File: src/rtl/multicycle_ctrl_pkg.sv
// Shared constants for the multicycle RV32I controller: ALU operation codes,
// FSM state encodings, opcodes and datapath mux select encodings.
package multicycle_ctrl_pkg;

  // ALU operation codes; bit0 = 1 selects the ALU subtract path
  localparam logic [2:0] ALU_CTRL_ADD = 3'b000;
  localparam logic [2:0] ALU_CTRL_SUB = 3'b001;
  localparam logic [2:0] ALU_CTRL_AND = 3'b010;
  localparam logic [2:0] ALU_CTRL_OR  = 3'b011;
  localparam logic [2:0] ALU_CTRL_SLT = 3'b101;

  // ALUOp from the FSM to the ALU decoder
  localparam logic [1:0] ALUOP_ADD = 2'b00;
  localparam logic [1:0] ALUOP_SUB = 2'b01;
  localparam logic [1:0] ALUOP_FN  = 2'b10;

  // Opcodes
  localparam logic [6:0] OP_LW   = 7'b0000011;
  localparam logic [6:0] OP_SW   = 7'b0100011;
  localparam logic [6:0] OP_R    = 7'b0110011;
  localparam logic [6:0] OP_IALU = 7'b0010011;
  localparam logic [6:0] OP_BEQ  = 7'b1100011;
  localparam logic [6:0] OP_JAL  = 7'b1101111;

  // ResultSrc
  localparam logic [1:0] RES_ALUOUT = 2'b00;
  localparam logic [1:0] RES_DATA   = 2'b01;
  localparam logic [1:0] RES_ALURES = 2'b10;

  // ALUSrcA
  localparam logic [1:0] SRCA_PC    = 2'b00;
  localparam logic [1:0] SRCA_OLDPC = 2'b01;
  localparam logic [1:0] SRCA_RD1   = 2'b10;

  // ALUSrcB
  localparam logic [1:0] SRCB_RD2  = 2'b00;
  localparam logic [1:0] SRCB_IMM  = 2'b01;
  localparam logic [1:0] SRCB_FOUR = 2'b10;

  // ImmSrc
  localparam logic [1:0] IMM_I = 2'b00;
  localparam logic [1:0] IMM_S = 2'b01;
  localparam logic [1:0] IMM_B = 2'b10;
  localparam logic [1:0] IMM_J = 2'b11;

  typedef enum logic [3:0] {
    S_FETCH    = 4'd0,
    S_DECODE   = 4'd1,
    S_MEMADR   = 4'd2,
    S_MEMREAD  = 4'd3,
    S_MEMWB    = 4'd4,
    S_MEMWRITE = 4'd5,
    S_EXECR    = 4'd6,
    S_EXECI    = 4'd7,
    S_ALUWB    = 4'd8,
    S_BEQ      = 4'd9,
    S_JAL      = 4'd10,
    S_ERROR    = 4'd11
  } state_t;

endpackage

File: src/rtl/multicycle_ctrl_alu_decoder.sv
// ALU decoder: maps ALUOp/funct3/funct7b5/op[5] to ALUControl and flags
// funct3 values this ALU cannot execute.
module alu_decoder
  import multicycle_ctrl_pkg::*;
(
  input  logic [1:0] ALUOp,
  input  logic [2:0] funct3,
  input  logic       funct7b5,
  input  logic       op5,
  output logic [2:0] ALUControl,
  output logic       illegal
);

  // Fixed ops pass straight through; decoded ops follow funct3
  always_comb begin
    ALUControl = ALU_CTRL_ADD;
    illegal    = 1'b0;
    case (ALUOp)
      ALUOP_ADD: ALUControl = ALU_CTRL_ADD;
      ALUOP_SUB: ALUControl = ALU_CTRL_SUB;
      ALUOP_FN: begin
        case (funct3)
          // op5 separates R-type from I-ALU so addi ignores funct7b5
          3'b000:  ALUControl = (op5 && funct7b5) ? ALU_CTRL_SUB : ALU_CTRL_ADD;
          3'b010:  ALUControl = ALU_CTRL_SLT;
          3'b110:  ALUControl = ALU_CTRL_OR;
          3'b111:  ALUControl = ALU_CTRL_AND;
          default: begin
            ALUControl = ALU_CTRL_ADD;
            illegal    = 1'b1;
          end
        endcase
      end
      default: ALUControl = ALU_CTRL_ADD;
    endcase
  end

endmodule

File: src/rtl/multicycle_ctrl.sv
// Multicycle RV32I control FSM: FETCH -> DECODE -> execute -> writeback,
// stalling on a unified memory via MemReady.
module multicycle_ctrl
  import multicycle_ctrl_pkg::*;
#(
  parameter state_t RESET_STATE      = S_FETCH,
  parameter bit     UNSUPPORTED_TRAP = 1'b1
) (
  input  logic       clk,
  input  logic       rst_n,
  input  logic [6:0] op,
  input  logic [2:0] funct3,
  input  logic       funct7b5,
  input  logic       Zero,
  input  logic       MemReady,
  output logic       PCWrite,
  output logic       AdrSrc,
  output logic       MemWrite,
  output logic       IRWrite,
  output logic [1:0] ResultSrc,
  output logic [1:0] ALUSrcA,
  output logic [1:0] ALUSrcB,
  output logic [1:0] ImmSrc,
  output logic       RegWrite,
  output logic [2:0] ALUControl,
  output logic       Error
);

  state_t     state_q, state_d;
  logic       Error_q, Error_d;
  logic [1:0] ALUOp;
  logic       illegal_f3;
  logic       op_known;
  logic       in_exec;

  assign op_known = (op == OP_LW) || (op == OP_SW) || (op == OP_R) ||
                    (op == OP_IALU) || (op == OP_BEQ) || (op == OP_JAL);
  assign in_exec  = (state_q == S_EXECR) || (state_q == S_EXECI);

  alu_decoder u_alu_dec (
    .ALUOp      (ALUOp),
    .funct3     (funct3),
    .funct7b5   (funct7b5),
    .op5        (op[5]),
    .ALUControl (ALUControl),
    .illegal    (illegal_f3)
  );

  // State and sticky error registers; reset abandons any pending access
  always_ff @(posedge clk or negedge rst_n) begin
    if (!rst_n) begin
      state_q <= RESET_STATE;
      Error_q <= 1'b0;
    end else begin
      state_q <= state_d;
      Error_q <= Error_d;
    end
  end

  // Next-state and sticky error update
  always_comb begin
    state_d = state_q;
    Error_d = Error_q | (in_exec && illegal_f3) |
              ((state_q == S_DECODE) && !op_known);
    case (state_q)
      S_FETCH:  if (MemReady) state_d = S_DECODE;
      S_DECODE: begin
        case (op)
          OP_LW, OP_SW: state_d = S_MEMADR;
          OP_R:         state_d = S_EXECR;
          OP_IALU:      state_d = S_EXECI;
          OP_BEQ:       state_d = S_BEQ;
          OP_JAL:       state_d = S_JAL;
          default:      state_d = UNSUPPORTED_TRAP ? S_ERROR : S_FETCH;
        endcase
      end
      S_MEMADR:   state_d = op[5] ? S_MEMWRITE : S_MEMREAD;
      S_MEMREAD:  if (MemReady) state_d = S_MEMWB;
      S_MEMWB:    state_d = S_FETCH;
      S_MEMWRITE: if (MemReady) state_d = S_FETCH;
      S_EXECR:    state_d = S_ALUWB;
      S_EXECI:    state_d = S_ALUWB;
      S_ALUWB:    state_d = S_FETCH;
      S_BEQ:      state_d = S_FETCH;
      S_JAL:      state_d = S_ALUWB;
      S_ERROR:    state_d = S_ERROR;
      default:    state_d = S_FETCH;
    endcase
  end

  // Moore outputs; FETCH enables follow MemReady (masked in reset), BEQ follows Zero
  always_comb begin
    PCWrite   = 1'b0;
    AdrSrc    = 1'b0;
    MemWrite  = 1'b0;
    IRWrite   = 1'b0;
    ResultSrc = RES_ALUOUT;
    ALUSrcA   = SRCA_PC;
    ALUSrcB   = SRCB_RD2;
    ImmSrc    = IMM_I;
    RegWrite  = 1'b0;
    ALUOp     = ALUOP_ADD;
    case (state_q)
      S_FETCH: begin
        PCWrite   = MemReady && rst_n;
        IRWrite   = MemReady && rst_n;
        ALUSrcB   = SRCB_FOUR;
        ResultSrc = RES_ALURES;
      end
      S_DECODE: begin
        ALUSrcA = SRCA_OLDPC;
        ALUSrcB = SRCB_IMM;
        ImmSrc  = IMM_B;
      end
      S_MEMADR: begin
        ALUSrcA = SRCA_RD1;
        ALUSrcB = SRCB_IMM;
        ImmSrc  = op[5] ? IMM_S : IMM_I;
      end
      S_MEMREAD: AdrSrc = 1'b1;
      S_MEMWB: begin
        ResultSrc = RES_DATA;
        RegWrite  = 1'b1;
      end
      S_MEMWRITE: begin
        AdrSrc   = 1'b1;
        MemWrite = 1'b1;
      end
      S_EXECR: begin
        ALUSrcA = SRCA_RD1;
        ALUOp   = ALUOP_FN;
      end
      S_EXECI: begin
        ALUSrcA = SRCA_RD1;
        ALUSrcB = SRCB_IMM;
        ALUOp   = ALUOP_FN;
      end
      S_ALUWB: RegWrite = 1'b1;
      S_BEQ: begin
        ALUSrcA = SRCA_RD1;
        ALUOp   = ALUOP_SUB;
        PCWrite = Zero;
      end
      S_JAL: begin
        ALUSrcA = SRCA_OLDPC;
        ALUSrcB = SRCB_FOUR;
        PCWrite = 1'b1;
      end
      default: ;
    endcase
  end

  assign Error = Error_q;

endmodule
File: config.mk
export PLATFORM = sky130hd
export DESIGN_NAME = multicycle_ctrl
export DESIGN_NICKNAME = d
export VERILOG_FILES = /design/src/rtl/multicycle_ctrl_pkg.sv /design/src/rtl/multicycle_ctrl_alu_decoder.sv /design/src/rtl/multicycle_ctrl.sv
export SDC_FILE = /design/constraint.sdc
export NUM_CORES = 1
export LEC_CHECK = 0
export ABC_AREA = 1
export BUFFER_PORTS_ARGS = -buffer_cell sky130_fd_sc_hd__buf_2
export CORE_MARGIN = 2
export CORE_UTILIZATION = 43
export CTS_CLUSTER_DIAMETER = 80
export DETAILED_ROUTE_END_ITERATION = 8
export PLACE_DENSITY = 0.85
export RECOVER_POWER = 100
export SLEW_MARGIN = 30
export SYNTH_ARGS = -nofsm -noshare
export SYNTH_HDL_FRONTEND = slang
export SYNTH_HIERARCHICAL = 1
export SYNTH_SLANG_ARGS = --single-unit
File: constraint.sdc
create_clock -name clk -period 1.9 [get_ports clk]
set_input_delay 0.38 -clock clk [delete_from_list [all_inputs] [get_ports clk]]
set_output_delay 0.38 -clock clk [all_outputs]
set_load 0.01 [all_outputs]
==> flow_metrics.py <==
metrics = {
    "timing": {
        "slew-limit-headroom": 0.770,
        "tns_ns": -0.403,
        "min_period_ns": 2.00,
        "layout_setup_ws_ns": -0.101,
        "finalHoldViolCount": 0,
        "setup_viol": 8,
        "rsz0062_at_grt": "true",
        "drv_slew": 0,
        "max_slew.worst_pin.slew_ns": 0.345,
        "finalCritPeriodShare": 1.05,
        "fin_skew_ns": 0.00381,
        "max_freq_mhz": 500,
    },
    "global_routing": {
        "grt_pass1_vias": 761,
        "grt_max_degree": 8,
        "track_usage": 0.262,
        "overflow": 0,
        "grt_pass1_wl_microns": 2880,
        "antenna_found_initial": 0,
    },
    "setup_path": {
        "crit_chain": "nor2_4 > inv_2 > nor2_4 > buf_4 > inv_1 > ha_1 > nand2_1 > nand2_1 > buf_6",
        "cp-end-kind": "output port",
        "worst_setup_path_start_kind": "register",
        "worstPathRequired_ns": 1.52,
        "critPathSlowestCell": "dfrtp_2",
        "critical_path_class": "register to output port",
        "worstPathArrival_ns": 1.62,
        "crit_fanout": 4,
        "ff2ff_path_depth": 9,
        "cpPeakStageDelay_ns": 0.44,
    },
    "clock_network": {
        "clk_pin_slew_worst_paths_ns": 0.04,
        "root_buffer": "clkbuf_4",
        "cts_tree": "built",
        "clock_latency_ns": 0.25,
        "cts.path.max_buffers": 2,
        "clock-sinks": 5,
        "htree_levels": 1,
        "numCtsBuffers": 3,
    },
    "cells_and_area": {
        "post-route-util": 0.788,
        "layout.cells.non_filler": 168,
        "n_antenna_cell": 0,
        "fillCellCount": 98,
        "drive_gt1_frac": 0.516,
        "area_growth_pct": 73.6,
        "nets": 171,
    },
    "drt": {
        "drtAntennaViolNets": 0,
        "wl_per_cell_microns": 13.4,
        "avgViaCountPerCell": 5.46,
        "num_vias": 918,
        "dr.pass1.iters": 5,
        "routed_wl_microns": 2250,
        "drc_errors": 0,
        "drtIter0Drc": 49,
    },
    "run_status": {
        "status": "complete, but fails checks",
        "violations": "setup timing",
    },
    "placed_design": {
        "gp_congestion": 0.876,
        "hpwlAfterDp_microns": 1320,
        "port_buffers": 31,
        "dp_cells": 152,
    },
    "power_and_ir_drop": {
        "p_per_area_nw_per_um2": 1550,
        "vdd_drop_max_mv": 0.923,
        "clockPowerShare": 0.079,
        "switchingPower_mw": 0.792,
        "p_leak_nw": 0.589,
        "sw_frac_of_total": 0.504,
        "power.internal_mw": 0.780,
        "power_frac_seq": 0.124,
        "combPwrFrac": 0.797,
    },
    "synth": {
        "yosys.cell_count.top_type": "nand2_1",
        "yosysUniqueCellTypes": 17,
        "yosysTopAreaCell": "dfrtp_1",
        "synthTopCellsByArea": "dfrtp_1, nand2_1, inv_1, nor2_1, nand3_1",
        "synth.avg_cell_area_sq_um": 5.72,
        "syn_inst": 102,
        "synth_edf_count": 0,
        "ys_ff_latch": 5,
        "syn_area_sq_um": 583,
        "yosys_warnings": 6,
        "yosysTopAreaCellShare": 0.215,
        "ys.flop_type": "dfrtp_1",
        "synth_commonest_cells": "nand2_1, inv_1, nor2_1",
        "synth-async-reset-ratio": 1.00,
        "ys_seq_area_frac": 0.215,
        "synth_nets": 119,
    },
    "floorplanning": {
        "io_pins": 32,
        "coreArea_sq_um": 1280,
        "rows": 13,
        "fp.dieArea_sq_um": 1670,
        "die_h_microns": 40.8,
        "die_x_microns": 40.8,
        "start_util": 0.454,
    },
    "hold_path": {
        "holdPathStages": 2,
        "hold_class": "input port to register",
    },
    "flow_run": {
        "cap_violations": 0,
    },
}
## cells by family (layout without fill, tap and decap cells)
| family | Yosys count | in the layout | synth area share |
|---|---|---|---|
| compound gates | 9 | 9 | 0.0966 |
| fa+ha+maj | 2 | 2 | 0.0429 |
| buf+inv | 21 | 72 | 0.135 |
| flops | 5 | 5 | 0.215 |
| simple gates | 65 | 65 | 0.511 |
## area by class of cell
class                           instances  area, sq um  share of cell area
Multi-Input combinational cell         76          462               0.456
Timing Repair Buffer                   47          298               0.294
Sequential cell                         5          126               0.125
Inverter                               21         81.3              0.0803
Clock buffer                            4         26.3              0.0260
Tap cell                               15         18.8              0.0185
## critical path, delay by kind of cell (launching register included)
family / cells / cell delay (ns)
and+or+nand+nor: 4 / 0.40
DFF: 1 / 0.44
adders and majority gates: 1 / 0.17
buffers and inverters: 4 / 0.36
## registers in the layout, summed over array words and instances (netlist names)
register	count
Error	1
state_q	4
## power by group through the flow
stage / registers, mW / logic, mW / clock network [mW]
floorplan: 0.202 / 0.510 / 0
global placement: 0.182 / 0.797 / 0
detailed placement: 0.185 / 0.813 / 0
CTS: 0.182 / 0.970 / 0.127
global route: 0.203 / 1.35 / 0.136
finish: 0.195 / 1.25 / 0.124
## per-layer routing
layer,global-route usage,share of wire
met5,0,0
met4,0.142,0.035
met3,0.0435,0.070
met2,0.473,0.55
met1,0.286,0.35
## what timing repair did
| item | CTS | global route |
|---|---|---|
| pin swaps | 3 | 10 |
| endpoints found under the hold margin | 5 | 0 |
| setup endpoints to repair | 3 | 9 |
| setup buffers | 6 | 5 |
| hold buffers | 1 | 0 |
| resized for setup | 13 | 19 |
## stage by stage
step | hold WS, ns | worst slack, ns | total power, mW | cell area [sq um]
3_3_place_gp | 0.204 | 0.0563 | 0.979 | 792
4_1_cts | 0.372 | -0.0466 | 1.28 | 913
2_1_floorplan | 0.0844 | 0.0556 | 0.712 | 588
3_5_place_dp | 0.207 | 0.0223 | 0.997 | 792
6_report | 0.420 | -0.101 | 1.57 | 1010
5_1_grt | 0.435 | -0.181 | 1.69 | 1010
## cell usage in the layout, fill, tap and decap left out
master / count
dfrtp_1: 4
o21ai_2: 1
nand2_4: 3
nor2_2: 3
ha_1: 1
o211ai_1: 3
inv_4: 1
buf_2: 26
nand4_1: 2
clkbuf_4: 3
o21ai_0: 2
nand3b_1: 1
nand2_2: 3
nand3_1: 6
a21oi_1: 3
nand2_1: 26
buf_6: 4
inv_1: 11
inv_2: 9
nor3_2: 2
buf_4: 14
dfrtp_2: 1
ha_4: 1
clkbuf_1: 3
nor3_1: 1
dlygate4sd3_1: 1
nor2_4: 5
nand3_2: 3
nor2_1: 10
## worst paths after layout
kind / end / slack (ns) / from
min: state_q[1] / 0.42 / MemReady
min in group asynchronous: state_q[1] / 0.55 / rst_n
max in group asynchronous: state_q[3] / 1.07 / rst_n
max: ALUControl[0] / -0.10 / state_q[3]
max reg2reg: state_q[2] / 0.41 / state_q[3]
min reg2reg: Error / 0.48 / Error
Note: power is estimated with default switching activity, not from simulation.
